### src/rtl/ctrl_pkg.sv
// ctrl_pkg: opcodes, ALU op and state encodings, ctrl strobe bit indices for control_fsm.
package ctrl_pkg;
  localparam logic [6:0] OP_R      = 7'b0110011;
  localparam logic [6:0] OP_IMM    = 7'b0010011;
  localparam logic [6:0] OP_LOAD   = 7'b0000011;
  localparam logic [6:0] OP_STORE  = 7'b0100011;
  localparam logic [6:0] OP_BRANCH = 7'b1100011;
  localparam int CTRL_REG_WRITE  = 0;
  localparam int CTRL_ALU_SRC    = 1;
  localparam int CTRL_IMM_EN     = 2;
  localparam int CTRL_MEM_TO_REG = 3;
  localparam int CTRL_MEM_WRITE  = 4;
  typedef enum logic [2:0] {
    ALU_ADD = 3'b000, ALU_SUB = 3'b001, ALU_AND = 3'b010, ALU_OR  = 3'b011,
    ALU_XOR = 3'b100, ALU_SLT = 3'b101, ALU_SLL = 3'b110, ALU_SRL = 3'b111
  } alu_op_e;
  typedef enum logic [2:0] {S_IDLE, S_DECODE, S_EXEC, S_MEM, S_WB} state_e;
  function automatic alu_op_e f3_to_alu_op(input logic [2:0] f3);
    case (f3)
      3'b111:  return ALU_AND;
      3'b110:  return ALU_OR;
      3'b100:  return ALU_XOR;
      3'b010:  return ALU_SLT;
      3'b001:  return ALU_SLL;
      3'b101:  return ALU_SRL;
      default: return ALU_ADD;
    endcase
  endfunction
endpackage

### src/rtl/control_fsm_if.sv
// control_fsm_if: fetch handshake, datapath strobes and PC feedback of control_fsm.
interface control_fsm_if #(
  parameter int REG_ADDR_W = 5,
  parameter int ALUOP_W    = 3
);
  logic [31:0]           instr_in;
  logic                  instr_valid;
  logic                  instr_ready;
  logic                  ZeroFlag;
  logic [31:0]           instruction;
  logic [REG_ADDR_W-1:0] reg1_addr;
  logic [REG_ADDR_W-1:0] reg2_addr;
  logic [REG_ADDR_W-1:0] write_reg_addr;
  logic                  ctrl0;
  logic                  ctrl1;
  logic                  ctrl2;
  logic                  ctrl3;
  logic                  ctrl4;
  logic [ALUOP_W-1:0]    ALUOp;
  logic                  done;
  logic                  branch_taken;
  logic                  illegal_instr;
  modport master (
    output instr_in, instr_valid, ZeroFlag,
    input  instr_ready, instruction, reg1_addr, reg2_addr, write_reg_addr,
           ctrl0, ctrl1, ctrl2, ctrl3, ctrl4, ALUOp, done, branch_taken, illegal_instr
  );
  modport slave (
    input  instr_in, instr_valid, ZeroFlag,
    output instr_ready, instruction, reg1_addr, reg2_addr, write_reg_addr,
           ctrl0, ctrl1, ctrl2, ctrl3, ctrl4, ALUOp, done, branch_taken, illegal_instr
  );
endinterface

### src/rtl/alu_decoder.sv
// alu_decoder: {opcode, funct3, funct7} -> {ALU op, illegal}; branch opcode legal only with CTRL_BRANCH_EN.
module alu_decoder
  import ctrl_pkg::*;
(
  input  logic [6:0] opcode,
  input  logic [2:0] funct3,
  input  logic [6:0] funct7,
  output alu_op_e    alu_op,
  output logic       illegal
);
  always_comb begin
    alu_op  = ALU_ADD;
    illegal = 1'b1;
    case (opcode)
      OP_R: begin
        alu_op  = (funct3 == 3'b000 && funct7 == 7'b0100000) ? ALU_SUB : f3_to_alu_op(funct3);
        illegal = funct3 == 3'b011 || (funct3 == 3'b101 && funct7 != 7'b0);
      end
      OP_IMM: begin
        alu_op  = f3_to_alu_op(funct3);
        illegal = funct3 == 3'b011;
      end
      OP_LOAD, OP_STORE: illegal = funct3 != 3'b010;
`ifdef CTRL_BRANCH_EN
      OP_BRANCH: begin
        alu_op  = ALU_SUB;
        illegal = funct3[2:1] != 2'b00;
      end
`endif
      default: illegal = 1'b1;
    endcase
  end
endmodule

### src/rtl/control_fsm.sv
// control_fsm: multi-cycle RV32I-subset controller sequencing datapath strobes; CTRL_BRANCH_EN enables beq/bne.
module control_fsm
  import ctrl_pkg::*;
#(
  parameter int REG_ADDR_W = 5,
  parameter int ALUOP_W    = 3
) (
  input logic         clk,
  input logic         reset,
  control_fsm_if.slave bus
);
  state_e                state_q, state_d;
  logic [31:0]           ir_q, ir_d;
  logic [4:0]            ctrl_q, ctrl_d;
  logic [ALUOP_W-1:0]    alu_op_q, alu_op_d;
  logic [REG_ADDR_W-1:0] rs1_q, rs1_d, rs2_q, rs2_d, rd_q, rd_d;
  logic                  ready_q, ready_d, done_q, done_d, taken_q, taken_d, illegal_q, illegal_d;
  alu_op_e               dec_op;
  logic                  dec_illegal;
  logic [6:0]            opcode;
  logic                  is_r, is_i, is_lw, is_sw, active, legal, in_mem, in_wb;
  alu_decoder u_dec (
    .opcode (ir_d[6:0]),
    .funct3 (ir_d[14:12]),
    .funct7 (ir_d[31:25]),
    .alu_op (dec_op),
    .illegal(dec_illegal)
  );
  assign opcode = ir_d[6:0];
  assign is_r   = opcode == OP_R;
  assign is_i   = opcode == OP_IMM;
  assign is_lw  = opcode == OP_LOAD;
  assign is_sw  = opcode == OP_STORE;
  // Outputs are registered from the next state and next IR, so they stay Moore while changing on the state edge.
  always_comb begin
    ir_d    = (state_q == S_IDLE && bus.instr_valid) ? bus.instr_in : ir_q;
    state_d = S_IDLE;
    case (state_q)
      S_IDLE:   state_d = bus.instr_valid ? S_DECODE : S_IDLE;
      S_DECODE: state_d = dec_illegal ? S_IDLE : S_EXEC;
      S_EXEC:   state_d = (is_lw || is_sw) ? S_MEM : S_WB;
      S_MEM:    state_d = is_lw ? S_WB : S_IDLE;
      default:  state_d = S_IDLE;
    endcase
    active    = state_d != S_IDLE;
    legal     = active && !dec_illegal;
    in_mem    = state_d == S_MEM;
    in_wb     = state_d == S_WB;
    ready_d   = !active;
    rs1_d     = active ? ir_d[15 +: REG_ADDR_W] : '0;
    rs2_d     = active ? ir_d[20 +: REG_ADDR_W] : '0;
    rd_d      = active ? ir_d[7 +: REG_ADDR_W] : '0;
    alu_op_d  = legal ? ALUOP_W'(dec_op) : '0;
    ctrl_d    = '0;
    ctrl_d[CTRL_REG_WRITE]  = in_wb && (is_r || is_i || is_lw) && ir_d[11:7] != 5'd0;
    ctrl_d[CTRL_ALU_SRC]    = legal && (is_i || is_lw || is_sw);
    ctrl_d[CTRL_IMM_EN]     = legal && (is_i || is_lw || is_sw);
    ctrl_d[CTRL_MEM_TO_REG] = (in_mem || in_wb) && is_lw;
    ctrl_d[CTRL_MEM_WRITE]  = in_mem && is_sw;
    done_d    = in_wb || (in_mem && is_sw);
    illegal_d = state_d == S_DECODE && dec_illegal;
`ifdef CTRL_BRANCH_EN
    // WB is only entered from EXEC for branches, so ZeroFlag here is its value at the end of EXEC.
    taken_d   = in_wb && opcode == OP_BRANCH && (ir_d[12] ? !bus.ZeroFlag : bus.ZeroFlag);
`else
    taken_d   = 1'b0;
`endif
  end
  always_ff @(posedge clk) begin
    if (reset) begin
      state_q   <= S_IDLE;
      ir_q      <= '0;
      ready_q   <= 1'b1;
      ctrl_q    <= '0;
      alu_op_q  <= '0;
      rs1_q     <= '0;
      rs2_q     <= '0;
      rd_q      <= '0;
      done_q    <= 1'b0;
      taken_q   <= 1'b0;
      illegal_q <= 1'b0;
    end else begin
      state_q   <= state_d;
      ir_q      <= ir_d;
      ready_q   <= ready_d;
      ctrl_q    <= ctrl_d;
      alu_op_q  <= alu_op_d;
      rs1_q     <= rs1_d;
      rs2_q     <= rs2_d;
      rd_q      <= rd_d;
      done_q    <= done_d;
      taken_q   <= taken_d;
      illegal_q <= illegal_d;
    end
  end
  assign bus.instr_ready    = ready_q;
  assign bus.instruction    = ir_q;
  assign bus.reg1_addr      = rs1_q;
  assign bus.reg2_addr      = rs2_q;
  assign bus.write_reg_addr = rd_q;
  assign bus.ctrl0          = ctrl_q[CTRL_REG_WRITE];
  assign bus.ctrl1          = ctrl_q[CTRL_ALU_SRC];
  assign bus.ctrl2          = ctrl_q[CTRL_IMM_EN];
  assign bus.ctrl3          = ctrl_q[CTRL_MEM_TO_REG];
  assign bus.ctrl4          = ctrl_q[CTRL_MEM_WRITE];
  assign bus.ALUOp          = alu_op_q;
  assign bus.done           = done_q;
  assign bus.branch_taken   = taken_q;
  assign bus.illegal_instr  = illegal_q;
endmodule

### src/flat_wrapper.sv
// flat-port wrapper written by rule: the top's interface ports become plain ports
module control_fsm_flat import ctrl_pkg::*;
#(
  parameter int REG_ADDR_W = 5,
  parameter int ALUOP_W    = 3
)
  (clk, reset, bus_instr_in, bus_instr_valid, bus_ZeroFlag, bus_instr_ready, bus_instruction, bus_reg1_addr, bus_reg2_addr, bus_write_reg_addr, bus_ctrl0, bus_ctrl1, bus_ctrl2, bus_ctrl3, bus_ctrl4, bus_ALUOp, bus_done, bus_branch_taken, bus_illegal_instr);
  control_fsm_if #(.REG_ADDR_W(REG_ADDR_W), .ALUOP_W(ALUOP_W)) bus_i ();
  input logic clk;
  input logic reset;
  input wire logic [$bits(bus_i.instr_in)-1:0] bus_instr_in;
  input wire logic [$bits(bus_i.instr_valid)-1:0] bus_instr_valid;
  input wire logic [$bits(bus_i.ZeroFlag)-1:0] bus_ZeroFlag;
  output wire logic [$bits(bus_i.instr_ready)-1:0] bus_instr_ready;
  output wire logic [$bits(bus_i.instruction)-1:0] bus_instruction;
  output wire logic [$bits(bus_i.reg1_addr)-1:0] bus_reg1_addr;
  output wire logic [$bits(bus_i.reg2_addr)-1:0] bus_reg2_addr;
  output wire logic [$bits(bus_i.write_reg_addr)-1:0] bus_write_reg_addr;
  output wire logic [$bits(bus_i.ctrl0)-1:0] bus_ctrl0;
  output wire logic [$bits(bus_i.ctrl1)-1:0] bus_ctrl1;
  output wire logic [$bits(bus_i.ctrl2)-1:0] bus_ctrl2;
  output wire logic [$bits(bus_i.ctrl3)-1:0] bus_ctrl3;
  output wire logic [$bits(bus_i.ctrl4)-1:0] bus_ctrl4;
  output wire logic [$bits(bus_i.ALUOp)-1:0] bus_ALUOp;
  output wire logic [$bits(bus_i.done)-1:0] bus_done;
  output wire logic [$bits(bus_i.branch_taken)-1:0] bus_branch_taken;
  output wire logic [$bits(bus_i.illegal_instr)-1:0] bus_illegal_instr;
  assign bus_i.instr_in = bus_instr_in;
  assign bus_i.instr_valid = bus_instr_valid;
  assign bus_i.ZeroFlag = bus_ZeroFlag;
  assign bus_instr_ready = bus_i.instr_ready;
  assign bus_instruction = bus_i.instruction;
  assign bus_reg1_addr = bus_i.reg1_addr;
  assign bus_reg2_addr = bus_i.reg2_addr;
  assign bus_write_reg_addr = bus_i.write_reg_addr;
  assign bus_ctrl0 = bus_i.ctrl0;
  assign bus_ctrl1 = bus_i.ctrl1;
  assign bus_ctrl2 = bus_i.ctrl2;
  assign bus_ctrl3 = bus_i.ctrl3;
  assign bus_ctrl4 = bus_i.ctrl4;
  assign bus_ALUOp = bus_i.ALUOp;
  assign bus_done = bus_i.done;
  assign bus_branch_taken = bus_i.branch_taken;
  assign bus_illegal_instr = bus_i.illegal_instr;
  control_fsm #(.REG_ADDR_W(REG_ADDR_W), .ALUOP_W(ALUOP_W)) u_core (.clk(clk), .reset(reset), .bus(bus_i));
endmodule
### config.mk
export PLATFORM = sky130hd
export DESIGN_NAME = control_fsm_flat
export DESIGN_NICKNAME = d
export VERILOG_FILES = /design/src/rtl/ctrl_pkg.sv /design/src/rtl/control_fsm_if.sv /design/src/rtl/alu_decoder.sv /design/src/rtl/control_fsm.sv /design/src/flat_wrapper.sv
export SDC_FILE = /design/constraint.sdc
export NUM_CORES = 1
export LEC_CHECK = 0
export CAP_MARGIN = 20
export CELL_PAD_IN_SITES_DETAIL_PLACEMENT = 1
export CELL_PAD_IN_SITES_GLOBAL_PLACEMENT = 1
export CORE_ASPECT_RATIO = 0.5
export CORE_UTILIZATION = 33
export DETAILED_ROUTE_END_ITERATION = 6
export PLACE_DENSITY = 0.83
export SETUP_SLACK_MARGIN = 0.4
export SKIP_CTS_REPAIR_TIMING = 1
export SLEW_MARGIN = 10
export SYNTH_ARGS = -nofsm -noshare
export SYNTH_HDL_FRONTEND = slang
export SYNTH_SLANG_ARGS = --single-unit
### constraint.sdc
create_clock -name clk -period 5.4 [get_ports clk]
set_clock_uncertainty 0.2 [all_clocks]
set_input_delay 0.81 -clock clk [delete_from_list [all_inputs] [get_ports clk]]
set_output_delay 0.81 -clock clk [all_outputs]
set_load 0.01 [all_outputs]
==> metrics.sh, run 1 <==
RESULT_OF_THE_RUN='complete, no violations'
HOLD_VIOL_FINAL=0
SYNTH.TOP_CELL.AREA_SHARE_PCT=49.8
FLOORPLAN.DIE_AREA_UM2=7680
TOTALNEGATIVESETUPSLACK_NS=0
FINAL_ANTENNA_NET_COUNT=0
SWITCHING_POWER_mW=0.283
CRITPATHMAXSTAGEDELAY_NS=0.81
GRT_USE_TOTAL_PCT=21.3
SEQCELLAREA_UM2=1200
INTERNAL_POWER_OF_THE_CELLS_mW=0.892
SYNTH-EDFF-COUNT=0
CRIT_PATH_END_KIND='flop'
AREA_USED_BY_MULTI_INPUT_COMBINATIONAL_LOGIC_UM2=1110
MAX_SLEW.WORST_PIN.SLEW_NS=1.02
GR-USAGE-MET1_PCT=22.4
DR.PASS1.ITERS=4
DIE_H_UM=62.5
TIMING.MAX_SLEW.REL_SLACK_PCT=31.7
SHARE_SEQ_OF_TOTAL_POWER_PCT=40.7
POSTSYNTHREGISTERBITS=60
GLOBAL_ROUTE.USAGE.MET3_PCT=9.12
CRITICAL_PATH.STARTPOINT_TYPE='input pin'
MAXCAPVIOLATIONS=0
TOTAL_GR_OVERFLOW=0
DRIVE_ABOVE_1_SHARE_PCT=10.8
PLACEDINSTANCEAREA_UM2=3380
IRDROPWORSTVDD_mV=0.193
FINALSETUPVIOLATIONS=0
CP_DATA_ARRIVAL_TIME_NS=3.11
COUNT_OF_INPUT_AND_OUTPUT_BUFFERS=92
CLOCK_ROOT_BUFFER='clkbuf_16'
SLOWEST_STAGE='nand3b_1'
PWR-SHARE-COMB_PCT=13.1
NUMCTSBUFFERS=9
SWSHARE_PCT=24.1
GROUTE.LAYER.MET2.USAGE_PCT=36.6
AREA_GROWTH_SYN_TO_LAYOUT_PCT=51.9
MOST_CONGESTED_LAYER_REPORTED_BY_GLOBAL_ROUTING='met2'
TYPE_OF_THE_WORST_SETUP_PATH='input pin to flop'
TRITONCTS='done'
FINAL_AREA_UM2=3670
ANTENNA-DIODE-COUNT=0
CRIT_PATH_MAX_FANOUT=25
FILLCELLCOUNT=791
CLK_PIN_SLEW_WORST_SETUP_HOLD_PATHS_NS=0.05
SYNTHESIS.INSTANCES=276
LAYOUT.NETS=401
DIE_W_UM=123
DRT-INITIAL-DRC-COUNT=92
POWER.CLOCK.FRACTION_PCT=46.1
SYNTH.CELL_AREA_UM2=2410
CORE_REGION_AREA_UM2=6880
ROUTED_WIRELENGTH_UM=7400
ROUTED_WIRE_LENGTH_PER_INSTANCE_UM=16.0
DRC=0
CELL_TAKING_THE_MOST_AREA_AFTER_SYNTHESIS='dfxtp_1'
INITIAL_CELL_DENSITY_OF_THE_CORE_PCT=35.1
NUMBER_OF_BUFFERS_ON_THE_LONGEST_CLOCK_PATH=2
LAYOUT.CELLS.MOST_COMMON_LIST='clkdlybuf4s50_1 (92), nand2_1 (66), dfxtp_1 (60)'
ROUTE.DETAILED.VIAS_PER_INST=5.02
ASYNCSETRESETFLOPFRACSYNTH_PCT=0
MIN_PERIOD_OVER_PERIOD_PCT=57.0
SYNTH.YOSYS.WARNINGS=0
MOST_COMMON_FLOP_CELL_MAPPED_BY_YOSYS='dfxtp_1'
CLK-INSERTION-DELAY-LATE_NS=0.33
NUM_IO_PINS=95
CLOCK_SINKS=60
FMAX_GHz=0.325
CRITICAL_PATH_REQUIRED_NS=5.43
SYNTH.YOSYS.SEQ_AREA_SHARE_PCT=49.8
YS_TYPES=48
OVERALL_POWER_mW=1.17
POWER.DENSITY_CELL_AREA_nW_PER_UM2=320
FLOORPLAN.ROWS=21
GRT_SETUP_UNREPAIRED='false'
VIA_COUNT_OF_THE_FIRST_GLOBAL_ROUTING_PASS=2410
FIRST_PASS_GRT_WIRE_LENGTH_UM=12100
H_TREE_LEVELS=3
POST-ROUTE-WORST-SETUP-SLACK_NS=2.32
HP-CLASS='flop to flop'
MOSTFREQUENTLAYOUTCELL='clkdlybuf4s50_1'
CRIT_PATH_CELL_TRACE='clkdlybuf4s50_1 -> nand3b_1 -> buf_4 -> nand2_1 -> a21oi_1 -> nor4b_2'
MAPPEDNETLISTNETS=312
SYN-MEAN-INSTANCE-AREA_UM2=8.74
ROUTED_VIA_COUNT=2317
TIME_THE_WORST_PATH_NEEDS_WITH_I_O_DELAYS_AND_SETUP_NS=3.08
TOTAL_LEAKAGE_POWER_nW=1.37
SYNTH_TOP_CELLS_BY_AREA='dfxtp_1 (50%), nand2_1 (10%), a21oi_1 (7.1%)'
TIMING_MAX_TRANSITION_VIOLATIONS_FINAL=0
GRT_ANTENNA_BEFORE_REPAIR=0
GRT_MAX_DEGREE=41
DP_SLACK_NS=1.93
DP.FINAL_HPWL_UM=5280
GPL.FINAL_WEIGHTED_CONGESTION=0.744
through the flow:
stage          instances  hold WS (ns)  utilization, %
6_report             462         0.272            53.3
5_1_grt              462         0.299            53.3
4_1_cts              462         0.277            53.3
3_5_place_dp         446         0.270            49.1
3_3_place_gp         446         0.254            49.1
2_1_floorplan        276         0.288               -
routing by layer:
metal | wire length [um] | up-vias
met1 | 3000 | 1109
met3 | 437 | 13
met4 | 152 | 0
met2 | 3810 | 67
met5 | 0 | -
li1 | - | 1128
cells in the mapped netlist, types with 4 or more instances:
cell and count:
nor3_1 8, dfxtp_1 60, mux2i_1 4, o21ai_0 6, nand2b_1 5, nor2_1 11, buf_2 5, clkbuf_1 7
nand2_1 66, and2_2 11, nor2b_1 4, a21oi_1 34
worst max-delay path: cells and delay by family:
| kind | cells | cell delay (ns) |
|---|---|---|
| buffers and inverters | 2 | 0.86 |
| and+or+nand+nor | 3 | 1.16 |
| AOI/OAI and AO/OA | 1 | 0.27 |
cell type report:
class,instances,area share (%)
inverter,3,0.307
timing repair buffer,95,25.7
multi-input combinational,196,30.3
sequential,60,32.8
clock buffer,15,7.58
tap,92,3.14
clock inverter,1,0.137
logic make-up (layout without fill, tap and decap cells):
group                  Yosys count  in the layout  synth area share, %
AND/OR/NAND/NOR                131            131                 28.9
flip-flops                      60             60                 49.8
AO/OA/AOI/OAI                   57             57                 14.2
buffers and inverters           20            114                 4.15
multiplexers                     5              5                 2.13
XOR/XNOR                         2              2                0.726
other                            1              1                0.155
power groups by stage:
stage | combinational, mW | sequential, mW | clock [mW]
after floorplan | 0.0670 | 0.491 | 0
after global placement | 0.150 | 0.486 | 0
after detailed placement | 0.155 | 0.487 | 0
after CTS | 0.156 | 0.479 | 0.552
after global routing | 0.167 | 0.481 | 0.577
final | 0.154 | 0.479 | 0.542
path summary, 6_finish.rpt:
check / from / endpoint / slack [ns] / cells past startpoint
worst max-delay path: bus_instr_valid / u_core.bus.ALUOp[1] / 2.32 / 6
worst max register to register: u_core.state_q[1] / u_core.bus.ALUOp[0] / 2.79 / 6
worst min-delay path: u_core.bus.instruction[15] / u_core.bus.instruction[15] / 0.27 / 2
worst min register to register: u_core.bus.instruction[15] / u_core.bus.instruction[15] / 0.27 / 2
flip-flops by register name, indices dropped and copies added (netlist names):
signal / cells
u_core.bus.ALUOp: 3
u_core.bus.done: 1
u_core.bus.illegal_instr: 1
u_core.bus.instr_ready: 1
u_core.bus.instruction: 32
u_core.bus.reg1_addr: 5
u_core.bus.reg2_addr: 5
u_core.bus.write_reg_addr: 5
u_core.ctrl_q: 4
u_core.state_q: 3
Note: power is estimated with default switching activity, not from simulation.
==> run 2, diff against run 1 <==
--- a/config.mk
+++ b/config.mk
@@ -9,9 +9,9 @@
 export CELL_PAD_IN_SITES_DETAIL_PLACEMENT = 1
 export CELL_PAD_IN_SITES_GLOBAL_PLACEMENT = 1
 export CORE_ASPECT_RATIO = 0.5
-export CORE_UTILIZATION = 33
+export CORE_UTILIZATION = 28
 export DETAILED_ROUTE_END_ITERATION = 6
-export PLACE_DENSITY = 0.83
+export PLACE_DENSITY = 0.75
 export SETUP_SLACK_MARGIN = 0.4
 export SKIP_CTS_REPAIR_TIMING = 1
 export SLEW_MARGIN = 10
==> constraint.sdc (replaced) <==
create_clock -name clk -period 2.6 [get_ports clk]
set_clock_uncertainty 0.2 [all_clocks]
set_input_delay 0.39 -clock clk [delete_from_list [all_inputs] [get_ports clk]]
set_output_delay 0.39 -clock clk [all_outputs]
set_load 0.01 [all_outputs]
==> run 2 against run 1 <==
Non-clock buffer count rose by 9. Register-to-register slack got worse by 2.3 ns. Combinational power rose by 130%. Critical path depth stayed put. Power rose by 100%. Cell area rose by 4.2%. Worst hold slack improved by 0.00088 ns. Critical endpoint is now u_core.bus.reg2_addr[2]. Largest cell class unchanged.
==> metrics.sh, run 2 (synthesis gave the netlist of run 1 again) <==
RESULT_OF_THE_RUN='complete, no violations'
CLK-INSERTION-DELAY-LATE_NS=0.32
GPL.FINAL_WEIGHTED_CONGESTION=0.841
CP_NUM_BUF_INV=1
CLOCK_SINKS=60
HOLD_VIOL_FINAL=0
VIA_COUNT_OF_THE_FIRST_GLOBAL_ROUTING_PASS=2489
MIN_PERIOD_OVER_PERIOD_PCT=83.5
ROUTE.DETAILED.VIAS_PER_INST=4.77
ROUTED_VIA_COUNT=2326
HOLDPATHEND='u_core.bus.instruction[1]'
LAYOUT.CELLS.MOST_COMMON_LIST='clkdlybuf4s50_1 (92), nand2_1 (66), dfxtp_1 (59)'
DRIVE_ABOVE_1_SHARE_PCT=14.4
TOTAL_LEAKAGE_POWER_nW=1.43
GRT_ANTENNA_BEFORE_REPAIR=0
CP_TOP_FAMILY='compound AO/OA/AOI/OAI gates'
ROUTED_WIRELENGTH_UM=7920
FMAX_GHz=0.461
TRITONCTS='done'
NUMCTSBUFFERS=9
FIRST_PASS_GRT_WIRE_LENGTH_UM=12100
SLOWEST_STAGE='clkdlybuf4s50_1'
COUNT_OF_INPUT_AND_OUTPUT_BUFFERS=92
DRC=0
NUMBER_OF_BUFFERS_ON_THE_LONGEST_CLOCK_PATH=2
POWER.DENSITY_CELL_AREA_nW_PER_UM2=621
CRIT_PATH_CELL_TRACE='clkdlybuf4s50_1 -> nor4b_4 -> mux2_4 -> a31o_4 -> a21o_4 -> and2_2'
IRDROPWORSTVDD_mV=0.309
FLOORPLAN.ROWS=23
TOTAL_GR_OVERFLOW=0
DR.PASS1.ITERS=4
MAXCAPVIOLATIONS=0
AREA_GROWTH_SYN_TO_LAYOUT_PCT=58.3
FINAL_ANTENNA_NET_COUNT=0
TIMING_MAX_TRANSITION_VIOLATIONS_FINAL=0
FINALSETUPVIOLATIONS=0
REGTOREGSETUPSLACK_NS=0.45
TYPE_OF_THE_WORST_SETUP_PATH='input pin to flop'
CRIT-REG2REG-CAPTURE='u_core.bus.reg2_addr[2]'
MAX_SLEW.WORST_PIN.SLEW_NS=0.509
CRITICAL_PATH_REQUIRED_NS=2.61
TOTALNEGATIVESETUPSLACK_NS=0
DIE_W_UM=133
H_TREE_LEVELS=3
OVERALL_POWER_mW=2.37
DRT-INITIAL-DRC-COUNT=66
CP_DATA_ARRIVAL_TIME_NS=2.18
DP.FINAL_HPWL_UM=5650
FLOORPLAN.DIE_AREA_UM2=9020
CLOCK_ROOT_BUFFER='clkbuf_16'
GRT_SETUP_UNREPAIRED='true'
CORE_REGION_AREA_UM2=8170
R2R-START='u_core.state_q[0]'
LARGEST_REGISTER_FFS=32
ANTENNA-DIODE-COUNT=0
WORST_HOLD_STARTPOINT='u_core.bus.instruction[1]'
ROUTED_WIRE_LENGTH_PER_INSTANCE_UM=16.2
TIMING.MAX_SLEW.REL_SLACK_PCT=65.8
HP-CLASS='flop to flop'
GRT_MAX_DEGREE=30
CRIT_PATH_MAX_FANOUT=7
WHS_PATH_DEPTH=2
INITIAL_CELL_DENSITY_OF_THE_CORE_PCT=29.5
REG2REG_DEPTH=5
LAYOUT.NETS=411
TIME_THE_WORST_PATH_NEEDS_WITH_I_O_DELAYS_AND_SETUP_NS=2.17
NUM_IO_PINS=95
DIE_H_UM=67.7
CLK_PIN_SLEW_WORST_SETUP_HOLD_PATHS_NS=0.05
CRITPATHMAXSTAGEDELAY_NS=0.49
FILLCELLCOUNT=941
MOSTFREQUENTLAYOUTCELL='clkdlybuf4s50_1'
CRIT_PATH_END_KIND='flop'
CRITICAL_PATH.STARTPOINT_TYPE='input pin'
GRT_USE_TOTAL_PCT=17.9
## run 2: worst max-delay path by stage
| stage | slack, ns | to | cells past startpoint | startpoint |
|---|---|---|---|---|
| 4_1_cts | 0.36 | u_core.bus.reg1_addr[2] | 6 | bus_instr_valid |
| 3_3_place_gp | 0.06 | u_core.bus.reg1_addr[4] | 6 | bus_instr_valid |
| 6_report | 0.43 | u_core.bus.reg2_addr[2] | 6 | bus_instr_valid |
| 2_1_floorplan | 0.44 | u_core.bus.reg1_addr[0] | 7 | u_core.state_q[0] |
| 5_1_grt | 0.39 | u_core.bus.reg1_addr[2] | 5 | u_core.bus.instruction[25] |
| 3_5_place_dp | 0.02 | u_core.bus.reg2_addr[2] | 6 | bus_instr_valid |
## run 2: per-layer routing
metal / wire length [um] / track usage [%] / vias to the layer above / part of all wire [%]
li1: - / - / 1141 / -
met1: 3390 / 18.5 / 1116 / 43
met2: 4040 / 34.2 / 56 / 51
met3: 374 / 6.53 / 13 / 4.7
met4: 110 / 6.39 / 0 / 1.4
met5: 0 / 0 / - / 0
## run 2: per-stage QoR
step           instances  utilization [%]  hold slack [ns]  area (um^2)  setup WS, ns
4_1_cts              486             45.6            0.275         3730         0.362
5_1_grt              488             46.8            0.300         3820         0.386
3_5_place_dp         474             42.6            0.266         3480        0.0172
6_report             488             46.8            0.273         3820         0.430
2_1_floorplan        276                -            0.288         2410         0.439
3_3_place_gp         474             42.6            0.256         3480        0.0575
## run 2: where the power goes
part | internal (mW) | total, mW | switching, mW
sequential | 0.962 | 0.996 | 0.0338
combinational | 0.192 | 0.357 | 0.165
clock | 0.647 | 1.02 | 0.371
total | 1.80 | 2.37 | 0.570
## run 2: layout make-up
cell class	instances	area (um^2)	share of cell area (%)
sequential	60	1200	31.5
multi-input combinational	197	1190	31.2
tap	112	140	3.67
timing repair buffer	104	1030	26.9
inverter	3	11.3	0.295
clock buffer	12	246	6.45
## run 2: worst min-delay path: stages, from the launching register on
cell	delay, ns
dfxtp_1	0.31
nand2_1	0.06
a21oi_1	0.05
==> patch: new RTL, settings of run 2 <==
Build with the macro `CTRL_BRANCH_EN` defined.
--- a/src/rtl/alu_decoder.sv
+++ b/src/rtl/alu_decoder.sv
@@ -1,4 +1,6 @@
 // alu_decoder: {opcode, funct3, funct7} -> {ALU op, illegal}; branch opcode legal only with CTRL_BRANCH_EN.
+`define CTRL_BRANCH_EN
+
 module alu_decoder
   import ctrl_pkg::*;
 (
Formal check against the unedited RTL: not equivalent (a bounded check fails within 4 cycles, from zero or initial values and one cycle with reset high).
==> patch against run 2 <==
  * The flow now finishes with violations (setup timing)
  * Critical path type is now flop to flop
  * Largest power group unchanged
  * Combinational power grew 8.1%
  * Power rose by 12%
  * Via count up 11%
  * Area after synthesis up 2.5%
  * Design area up 13%
  * Sequential cell count increased by 1
  * Largest cell class is now multi-input gates
  * Wire length up 16%
  * Setup slack lost 0.50 ns
==> patch: results (changes against run 2) <==
metric,value,unit,change
Finished Layout Cells,530,,+8.6%
GP Congestion,0.788,,-6.3%
crit path max fanout,5,,-2
Hold Path Cell Cnt,3,,+1
Worst-Skew Late Latency,0.33,ns,
Fin. Hold Viols,0,,unchanged
clk root buf,clkbuf_16,,
P_leak,0.00178,µW,+25%
Inst Count DP,507,,+7.0%
first-pass detailed-route iteration total,4,,unchanged
met2 usage,32.9,%,-1.3 points
sequential area share after synthesis,49.3,%,-0.42 points
total routed wirelength,9170,µm,+16%
failing checks,setup timing,,
share of synthesized registers carrying an async set or reset,0,%,unchanged
Antenna Cells,0,,unchanged
post-synthesis adder-cell area fraction,0,%,unchanged
largest net degree at the start of global routing,21,,-30%
"Slowest-stage cell, CP",a2111o_1,,
CP peak stage delay,0.45,ns,-0.04 ns
DP HPWL,6160,µm,+8.9%
critical path arrival,2.69,ns,+0.51 ns
FF-to-FF path depth,9,,+4
status,"complete, but fails checks",,
Synth Area in Compound Gates,13.5,%,-0.71 points
global routing usage on met1,22.5,%,+4.0 points
Clock Path Buffers,2,,unchanged
top post-synthesis cells by count,"62 x nand2_1, 61 x dfxtp_1, 36 x a21oi_1",,
post-synthesis mux area share,2.43,%,+0.30 points
most used routing layer,met2,,
synth warn,0,,unchanged
Worst Tran Pin Value,0.604,ns,+0.0954 ns
first-pass GRT wire length,13000,µm,+7.2%
initial antenna violation count,0,,unchanged
Yosys cell types,50,,+4.2%
total CTS buffers,9,,unchanged
DP Area,3800,µm²,+9.2%
# port buffers,94,,+2.2%
synth top area cells,"dfxtp_1 49%, nand2_1 9.4%, a21oi_1 7.3%",,
share of layout cells above drive strength 1,23.2,%,+8.8 points
ys flop type,dfxtp_1,,
GRT Total Usage,18.7,%,+0.80 points
max FFs per register,32,,unchanged
final setup margin,-0.0743,ns,-0.504 ns
Final nets,449,,+9.2%
Synth Instances,282,,+2.2%
initial detailed-routing violation count,77,,+17%
H-tree Lvls,3,,unchanged
CP top delay family,compound AO/OA/AOI/OAI gates,,
grt met3 use,4.74,%,-1.8 points
Worst-path clk slew,0.06,ns,
maximum VDD drop,0.318,mV,+3.0%
Via density,4.87,,+2.1%
post-synthesis xor/xnor area fraction,1.06,%,+0.34 points
fillers,923,,-1.9%
synthesized netlist net count,318,,+1.9%
Hold Path Class,primary input to flop,,
Final setup viols,1,,+1
[patch: cell count changes after synthesis, moves of 3 or more]
cell and delta:
nand2b_1 -4, and2_1 -3, nand3_1 -3, and2_2 -10
nor3_1 +3, and3_1 +16, o21ai_1 +3, o21ai_0 -4
buf_2 -5, nand2_1 -4, nor2_1 +8
[patch: report_power, final]
group / total, µW / switching [µW] / internal [µW] / leakage [µW]
sequential: 1010 / 32.8 / 976 / 0.000500
combinational: 386 / 179 / 207 / 0.00112
clock: 1270 / 433 / 838 / 0.000156
total: 2670 / 644 / 2020 / 0.00178
[patch: final timing paths]
check | slack [ns] | end | startpoint
worst min register to register | 0.27 | u_core.bus.instruction[26] | u_core.bus.instruction[26]
worst min-delay path | 0.1 | u_core.bus.instruction[26] | bus_instr_in[26]
worst max register to register | -0.07 | u_core.bus.ALUOp[1] | u_core.state_q[1]
worst max-delay path | -0.07 | u_core.bus.ALUOp[1] | u_core.state_q[1]
[patch: routing by layer]
layer,routed length (µm),vias to the layer above,part of all wire [%]
li1,-,1254,-
met1,3850,1208,42
met2,4620,87,50
met3,473,30,5.2
met4,219,0,2.4
met5,0,-,0
[patch: cell type report]
class	instances	area, µm²	share of cell area, %
multi-input cells	203	1310	30.4
repair buffers	136	1310	30.4
flip-flops and latches	61	1220	28.5
clock buffers	10	229	5.32
well taps	112	140	3.26
clock inverters	6	87.6	2.04
inverters	2	7.51	0.174
[patch: metrics by stage]
stage / TNS, ns / setup slack, ns
finish: -0.0743 / -0.0743
global route: -0.238 / -0.127
CTS: -4.60 / -0.248
detailed placement: -14.54 / -0.586
global placement: -12.16 / -0.493
floorplan: 0 / 0.138
